**src/rtl/dtcm_lsu_if.sv**
```systemverilog
// Request/response and DTCM-side bus for the dtcm_lsu load/store front-end.
// The slave modport is the LSU's view; master is the CPU/DTCM-facing environment.
interface dtcm_lsu_if #(
  parameter int ADDR_WIDTH   = 12,
  parameter int IO_MAP_WIDTH = 32
);
  logic                    req_valid;
  logic                    req_ready;
  logic                    req_we;
  logic [1:0]              req_size;
  logic                    req_unsigned;
  logic [ADDR_WIDTH-1:0]   req_addr;
  logic [IO_MAP_WIDTH-1:0] req_wdata;

  logic                    rsp_valid;
  logic [IO_MAP_WIDTH-1:0] rsp_rdata;
  logic                    rsp_err;

  logic [ADDR_WIDTH-1:0]   dtcm_addr;
  logic [IO_MAP_WIDTH-1:0] dtcm_wdata;
  logic                    dtcm_rw;
  logic [IO_MAP_WIDTH-1:0] dtcm_rdata;
  logic                    dtcm_ready;

  modport slave (
    input  req_valid, req_we, req_size, req_unsigned, req_addr, req_wdata,
    input  dtcm_rdata, dtcm_ready,
    output req_ready, rsp_valid, rsp_rdata, rsp_err,
    output dtcm_addr, dtcm_wdata, dtcm_rw
  );

  modport master (
    output req_valid, req_we, req_size, req_unsigned, req_addr, req_wdata,
    output dtcm_rdata, dtcm_ready,
    input  req_ready, rsp_valid, rsp_rdata, rsp_err,
    input  dtcm_addr, dtcm_wdata, dtcm_rw
  );
endinterface

```
**src/rtl/dtcm_lsu.sv**
```systemverilog
// Load/store front-end for the data TCM: alignment checks, sub-word stores via
// read-modify-write (the DTCM has no byte enables) and load lane extraction/extension.
module dtcm_lsu #(
  parameter int ADDR_WIDTH   = 12,
  parameter int IO_MAP_WIDTH = 32
) (
  input logic       clk,
  input logic       rst,
  dtcm_lsu_if.slave bus
);

  typedef enum logic [2:0] {
    IDLE,
    LOAD,
    LOAD_WAIT,
    STORE,
    RMW_RD,
    RMW_WAIT,
    RMW_WR,
    RESP
  } state_t;

  state_t      state;
  logic [1:0]  size_q;
  logic [1:0]  lane_q;
  logic        uns_q;
  logic [15:0] wdata_q;
  logic        misaligned;

  always_comb begin
    misaligned = 1'b0;
    case (bus.req_size)
      2'b01:   misaligned = bus.req_addr[0];
      2'b10:   misaligned = (bus.req_addr[1:0] != 2'b00);
      2'b11:   misaligned = 1'b1;
      default: misaligned = 1'b0;
    endcase
  end

  // Little-endian lane select followed by sign/zero extension.
  function automatic logic [IO_MAP_WIDTH-1:0] extend_load(
    input logic [IO_MAP_WIDTH-1:0] w,
    input logic [1:0]              lane,
    input logic [1:0]              size,
    input logic                    uns
  );
    logic [7:0]              b;
    logic [15:0]             h;
    logic [IO_MAP_WIDTH-1:0] r;
    case (lane)
      2'd0:    b = w[7:0];
      2'd1:    b = w[15:8];
      2'd2:    b = w[23:16];
      default: b = w[31:24];
    endcase
    h = lane[1] ? w[31:16] : w[15:0];
    case (size)
      2'b00:   r = {{(IO_MAP_WIDTH-8){b[7] & ~uns}}, b};
      2'b01:   r = {{(IO_MAP_WIDTH-16){h[15] & ~uns}}, h};
      default: r = w;
    endcase
    return r;
  endfunction

  function automatic logic [IO_MAP_WIDTH-1:0] merge_store(
    input logic [IO_MAP_WIDTH-1:0] w,
    input logic [1:0]              lane,
    input logic [1:0]              size,
    input logic [15:0]             d
  );
    logic [IO_MAP_WIDTH-1:0] r;
    r = w;
    if (size == 2'b00) begin
      case (lane)
        2'd0:    r[7:0]   = d[7:0];
        2'd1:    r[15:8]  = d[7:0];
        2'd2:    r[23:16] = d[7:0];
        default: r[31:24] = d[7:0];
      endcase
    end else if (lane[1]) begin
      r[31:16] = d;
    end else begin
      r[15:0] = d;
    end
    return r;
  endfunction

  always_ff @(posedge clk) begin
    if (!rst) begin
      state          <= IDLE;
      size_q         <= '0;
      lane_q         <= '0;
      uns_q          <= 1'b0;
      wdata_q        <= '0;
      bus.req_ready  <= 1'b0;
      bus.rsp_valid  <= 1'b0;
      bus.rsp_err    <= 1'b0;
      bus.rsp_rdata  <= '0;
      bus.dtcm_rw    <= 1'b0;
      bus.dtcm_addr  <= '0;
      bus.dtcm_wdata <= '0;
    end else begin
      case (state)
        IDLE: begin
          bus.req_ready <= 1'b1;
          if (bus.req_valid && bus.req_ready) begin
            size_q        <= bus.req_size;
            lane_q        <= bus.req_addr[1:0];
            uns_q         <= bus.req_unsigned;
            wdata_q       <= bus.req_wdata[15:0];
            bus.req_ready <= 1'b0;
            if (misaligned) begin
              state         <= RESP;
              bus.rsp_valid <= 1'b1;
              bus.rsp_err   <= 1'b1;
              bus.rsp_rdata <= '0;
            end else begin
              bus.dtcm_addr <= {bus.req_addr[ADDR_WIDTH-1:2], 2'b00};
              if (!bus.req_we) begin
                state <= LOAD;
              end else if (bus.req_size == 2'b10) begin
                state          <= STORE;
                bus.dtcm_rw    <= 1'b1;
                bus.dtcm_wdata <= bus.req_wdata;
              end else begin
                state <= RMW_RD;
              end
            end
          end
        end
        LOAD:   state <= LOAD_WAIT;
        RMW_RD: state <= RMW_WAIT;
        LOAD_WAIT: begin
          if (bus.dtcm_ready) begin
            state         <= RESP;
            bus.rsp_valid <= 1'b1;
            bus.rsp_err   <= 1'b0;
            bus.rsp_rdata <= extend_load(bus.dtcm_rdata, lane_q, size_q, uns_q);
          end
        end
        RMW_WAIT: begin
          if (bus.dtcm_ready) begin
            state          <= RMW_WR;
            bus.dtcm_rw    <= 1'b1;
            bus.dtcm_wdata <= merge_store(bus.dtcm_rdata, lane_q, size_q, wdata_q);
          end
        end
        STORE, RMW_WR: begin
          state         <= RESP;
          bus.dtcm_rw   <= 1'b0;
          bus.rsp_valid <= 1'b1;
          bus.rsp_err   <= 1'b0;
          bus.rsp_rdata <= '0;
        end
        RESP: begin
          state         <= IDLE;
          bus.rsp_valid <= 1'b0;
          bus.rsp_err   <= 1'b0;
          bus.rsp_rdata <= '0;
          bus.req_ready <= 1'b1;
        end
        default: state <= IDLE;
      endcase
    end
  end

endmodule

```
**src/flat_wrapper.sv**
```systemverilog
// flat-port wrapper written by rule: the top's interface ports become plain ports
module dtcm_lsu_flat 
#(
  parameter int ADDR_WIDTH   = 12,
  parameter int IO_MAP_WIDTH = 32
)
  (clk, rst, bus_req_valid, bus_req_we, bus_req_size, bus_req_unsigned, bus_req_addr, bus_req_wdata, bus_dtcm_rdata, bus_dtcm_ready, bus_req_ready, bus_rsp_valid, bus_rsp_rdata, bus_rsp_err, bus_dtcm_addr, bus_dtcm_wdata, bus_dtcm_rw);
  dtcm_lsu_if #(.ADDR_WIDTH(ADDR_WIDTH), .IO_MAP_WIDTH(IO_MAP_WIDTH)) bus_i ();
  input logic clk;
  input logic rst;
  input wire logic [$bits(bus_i.req_valid)-1:0] bus_req_valid;
  input wire logic [$bits(bus_i.req_we)-1:0] bus_req_we;
  input wire logic [$bits(bus_i.req_size)-1:0] bus_req_size;
  input wire logic [$bits(bus_i.req_unsigned)-1:0] bus_req_unsigned;
  input wire logic [$bits(bus_i.req_addr)-1:0] bus_req_addr;
  input wire logic [$bits(bus_i.req_wdata)-1:0] bus_req_wdata;
  input wire logic [$bits(bus_i.dtcm_rdata)-1:0] bus_dtcm_rdata;
  input wire logic [$bits(bus_i.dtcm_ready)-1:0] bus_dtcm_ready;
  output wire logic [$bits(bus_i.req_ready)-1:0] bus_req_ready;
  output wire logic [$bits(bus_i.rsp_valid)-1:0] bus_rsp_valid;
  output wire logic [$bits(bus_i.rsp_rdata)-1:0] bus_rsp_rdata;
  output wire logic [$bits(bus_i.rsp_err)-1:0] bus_rsp_err;
  output wire logic [$bits(bus_i.dtcm_addr)-1:0] bus_dtcm_addr;
  output wire logic [$bits(bus_i.dtcm_wdata)-1:0] bus_dtcm_wdata;
  output wire logic [$bits(bus_i.dtcm_rw)-1:0] bus_dtcm_rw;
  assign bus_i.req_valid = bus_req_valid;
  assign bus_i.req_we = bus_req_we;
  assign bus_i.req_size = bus_req_size;
  assign bus_i.req_unsigned = bus_req_unsigned;
  assign bus_i.req_addr = bus_req_addr;
  assign bus_i.req_wdata = bus_req_wdata;
  assign bus_i.dtcm_rdata = bus_dtcm_rdata;
  assign bus_i.dtcm_ready = bus_dtcm_ready;
  assign bus_req_ready = bus_i.req_ready;
  assign bus_rsp_valid = bus_i.rsp_valid;
  assign bus_rsp_rdata = bus_i.rsp_rdata;
  assign bus_rsp_err = bus_i.rsp_err;
  assign bus_dtcm_addr = bus_i.dtcm_addr;
  assign bus_dtcm_wdata = bus_i.dtcm_wdata;
  assign bus_dtcm_rw = bus_i.dtcm_rw;
  dtcm_lsu #(.ADDR_WIDTH(ADDR_WIDTH), .IO_MAP_WIDTH(IO_MAP_WIDTH)) u_core (.clk(clk), .rst(rst), .bus(bus_i));
endmodule
```
**config.mk**
```make
export PLATFORM = sky130hd
export DESIGN_NAME = dtcm_lsu_flat
export DESIGN_NICKNAME = d
export VERILOG_FILES = /design/src/rtl/dtcm_lsu_if.sv /design/src/rtl/dtcm_lsu.sv /design/src/flat_wrapper.sv
export SDC_FILE = /design/constraint.sdc
export NUM_CORES = 1
export LEC_CHECK = 0
export CAP_MARGIN = 20
export CORE_MARGIN = 10
export CORE_UTILIZATION = 46
export DETAILED_ROUTE_END_ITERATION = 6
export MAX_ROUTING_LAYER = met4
export PLACE_DENSITY = 0.86
export SLEW_MARGIN = 20
export SYNTH_ARGS = -nofsm -noshare
export SYNTH_HDL_FRONTEND = slang
export SYNTH_SLANG_ARGS = --single-unit
```
**constraint.sdc**
```tcl
create_clock -name clk -period 2.5 [get_ports clk]
set_input_delay 0.75 -clock clk [delete_from_list [all_inputs] [get_ports clk]]
set_output_delay 0.75 -clock clk [all_outputs]
set_load 0.02 [all_outputs]
```
==> run summary <==
* **number of buffers added by the clock tree synthesis step** 9
* **slew margin rel.** 57.52%
* **global-route wire length before repair** 28420 microns
* **hold-fix buffer count after cts** 0
* **RSZ-0062 raised after global routing** false
* **nature of the critical path endpoint** register
* **number of ports placed on the die boundary** 164
* **Clk Tree Root Cell** sky130_fd_sc_hd__clkbuf_8
* **FF-to-FF End** u_core.bus.dtcm_wdata[31]
* **setup violation total in the final timing report** 0
* **maximum resistive drop on vdd** 0.0004102 V
* **Nets** 821
* **synthesized area per cell** 8.719 sq um
* **routed length on met3** 1363 microns
* **static leakage power** 2.575 nW
* **final design utilization** 66.34%
* **required time reported for the critical path endpoint** 2.75 ns
* **Final Instance Count excl. Fillers** 881
* **placement-stage worst setup slack** -0.1844 ns
* **vias after detailed routing** 5256
* **CP Max Fanout** 60
* **Crit path largest cell delay** 0.46 ns
* **sinks on the clock net** 102
* **Resize count post-CTS** 0
* **estimated wirelength of the detail-placed design** 13990 microns
* **area of the die** 15480 sq um
* **cell class contributing the biggest share of worst-path delay** buffers and inverters
* **synthesized flop and latch total** 102
* **number of detailed-route iterations in the first pass** 6
* **most common cell after layout, fill and taps aside** sky130_fd_sc_hd__clkdlybuf4s50_1
* **CTS tree** done
* **buffers added on ports** 161
* **P&R area growth vs syn** 42.18%
* **cell count after placement** 866
* **number of maximum-capacitance constraint violations** 0
* **weighted congestion reported at the end of routability-driven placement** 0.9259
* **cell depth of the worst setup path** 6
* **Overflow after GRT** 0
* **Initial Util** 46.66%
* **worst setup path category** input port to register
* **Setup Fix Bufs, Post-CTS** 0
* **Gate Count Post-Synth** 575
* **cell at the slowest stage of the critical path** sky130_fd_sc_hd__clkdlybuf4s50_1
* **width of the die** 124.4 microns
* **clock transition at the registers of the reported paths** 0.10 ns
* **Detail Route Antenna Nets** 0
* **Hold/Removal Path Class** register to register
* **peak clock frequency supported by timing** 426.3 MHz
* **startpoint kind of the worst setup timing path** input port
* **number of global-route vias before repair** 5249
* **clock period minus final worst setup slack** 2.346 ns
* **sequence of cells on the critical path** clkdlybuf4s50_1 -> or2_2 -> o41ai_2 -> buf_12 -> nand2_1 -> o221a_2
* **smallest setup slack after layout** 0.1544 ns
* **total routed wirelength** 18180 microns
* **antenna violations before repair** 0
* **largest buffer count on any clock path** 2
* **total routing resource utilization after global routing** 22.70%
* **most instantiated flip-flop cell in the synthesis netlist** sky130_fd_sc_hd__dfxtp_1
* **Critical path buffers and inverters** 2
* **distinct cell type count of the synthesized netlist** 54
* **post-synthesis sequential area ratio** 40.73%
* **slack of the worst reg-to-reg path** 0.23 ns
* **Core Area** 10750 sq um
* **arrival time at the worst endpoint** 2.60 ns
* **Antenna Cells** 0
* **row count** 38
* **Die Y** 124.4 microns
* **result of the run** finished clean
* **later-pin clock latency in the skew report** 0.36 ns
* **total met2 wirelength after detailed routing** 8917 microns
* **Cell Area, Synth** 5014 sq um
* **drt wl/cell** 20.63 microns
* **Met1 Wirelength** 7271 microns
* **final count of hold timing violations** 0
* **Non-Filler Cell Area, Final** 7128 sq um
* **timing startpoint of the critical path** bus_req_addr[0]
* **final worst-path cycle share** 93.82%
* **DRC Markers** 0
* **Async S/R FF share, synth** 0%
* **max-slew violation count** 0
* **CP Capture Point** u_core.bus.dtcm_wdata[26]
* **via density per instance** 5.966
* **pin count of the biggest net entering global routing** 61
* **Pwr Total** 0.005085 W
* **transition time at the pin with the least slew margin** 0.6363 ns
* **violation count after the first detailed-routing iteration** 499
* **top layer in use** met4
* **number of warning messages in the yosys log** 0
* **count of flip-flops with a built-in enable after synthesis** 0
* **final worst clock skew** 0.01479 ns
* **Cell Pwr Density** 713.4 nW/um^2
* **FF-to-FF Start** u_core.lane_q[1]
* **layout cells sized above 1** 12.96%
* **level count of the clock H-tree** 3
* **most frequent cells in the layout** sky130_fd_sc_hd__clkdlybuf4s50_1 (160), sky130_fd_sc_hd__nand2_1 (121), sky130_fd_sc_hd__dfxtp_1 (102)
* **placed standard-cell area** 6917 sq um
* **Reg2Reg Depth** 4
final cells by class:
type                       instances  area, sq um
inverter                           4        15.01
clock buffer                      10        127.6
clock inverter                     5        83.83
tap                              140        175.2
timing repair buffer             203         1959
fill                             878         3617
sequential                       102         2042
multi-input combinational        417         2725
where the power goes:
| part | internal [W] | switching, W |
|---|---|---|
| sequential | 0.00182 | 0.000172 |
| combinational | 0.000880 | 0.00107 |
| clock | 0.000563 | 0.000582 |
registers in the layout, indices dropped and copies added, names as in the netlist:
signal                 cells
u_core.bus.rsp_valid       1
u_core.bus.dtcm_addr      10
u_core.bus.dtcm_wdata     32
u_core.wdata_q            16
u_core.bus.rsp_err         1
u_core.bus.rsp_rdata      32
u_core.state               3
u_core.size_q              2
u_core.uns_q               1
u_core.bus.dtcm_rw         1
u_core.lane_q              2
u_core.bus.req_ready       1
worst reg2reg max path: stages (launching register included):
cell and delay (ns):
sky130_fd_sc_hd__dfxtp_1 0.74, sky130_fd_sc_hd__inv_1 0.43, sky130_fd_sc_hd__nor2_1 0.57, sky130_fd_sc_hd__o221a_2 0.31, sky130_fd_sc_hd__o221a_2 0.18
cell usage after synthesis, types with 5 or more instances:
library cell               count  area [sq um]
sky130_fd_sc_hd__a211oi_1      8         60.06
sky130_fd_sc_hd__a21boi_0     35         262.8
sky130_fd_sc_hd__a21oi_1      14         70.07
sky130_fd_sc_hd__a221o_1      17         170.2
sky130_fd_sc_hd__a31oi_1      10         62.56
sky130_fd_sc_hd__a32o_1        8         80.08
sky130_fd_sc_hd__buf_2         5         25.02
sky130_fd_sc_hd__clkbuf_1     38         142.6
sky130_fd_sc_hd__dfxtp_1     102          2042
sky130_fd_sc_hd__mux2_2       16         180.2
sky130_fd_sc_hd__mux2i_1      16         160.2
sky130_fd_sc_hd__nand2_1     121         454.2
sky130_fd_sc_hd__nand2b_1     19         118.9
sky130_fd_sc_hd__nor2_1       13         48.80
sky130_fd_sc_hd__nor2b_1      11         68.82
sky130_fd_sc_hd__o211ai_1     21         157.7
sky130_fd_sc_hd__o21ai_0      24         120.1
sky130_fd_sc_hd__o221a_2      14         157.7
sky130_fd_sc_hd__o221ai_1      9         78.83
sky130_fd_sc_hd__o22ai_1      19         118.9
layer usage:
layer / GRT usage (%) / vias up
met2: 37.44 / 267
met5: - / -
met1: 25.48 / 2510
li1: - / 2434
met3: 5.957 / 45
met4: 9.596 / 0
kinds of logic (layout without fill, tap and decap cells):
kind of cell / after synthesis / after routing / share of synthesized area [%]
XOR/XNOR: 1 / 1 / 0.1747
AO/OA/AOI/OAI: 196 / 196 / 29.92
multiplexers: 33 / 33 / 7.237
AND/OR/NAND/NOR: 185 / 185 / 16.72
flip-flops: 102 / 102 / 40.73
other: 1 / 2 / 0.07480
buffers and inverters: 57 / 222 / 5.141
how the worst min path moves through the flow:
stage / start / end / slack [ns] / depth (start not counted)
CTS: u_core.bus.rsp_valid / u_core.bus.rsp_valid / 0.45 / 2
finish: u_core.bus.rsp_valid / u_core.bus.rsp_valid / 0.45 / 2
detailed placement: u_core.bus.rsp_valid / u_core.bus.rsp_valid / 0.44 / 2
global route: u_core.bus.rsp_valid / u_core.bus.rsp_valid / 0.47 / 2
floorplan: u_core.wdata_q[11] / u_core.wdata_q[11] / 0.44 / 2
global placement: u_core.bus.rsp_valid / u_core.bus.rsp_valid / 0.45 / 2
through the flow:
stage                     TNS, ns  hold WS [ns]
after floorplan                 0        0.4410
after global placement     -1.261        0.4467
after detailed placement   -4.260        0.4379
after CTS                       0        0.4548
after global routing            0        0.4667
final                           0        0.4506
(Power assumes the default switching activity.)
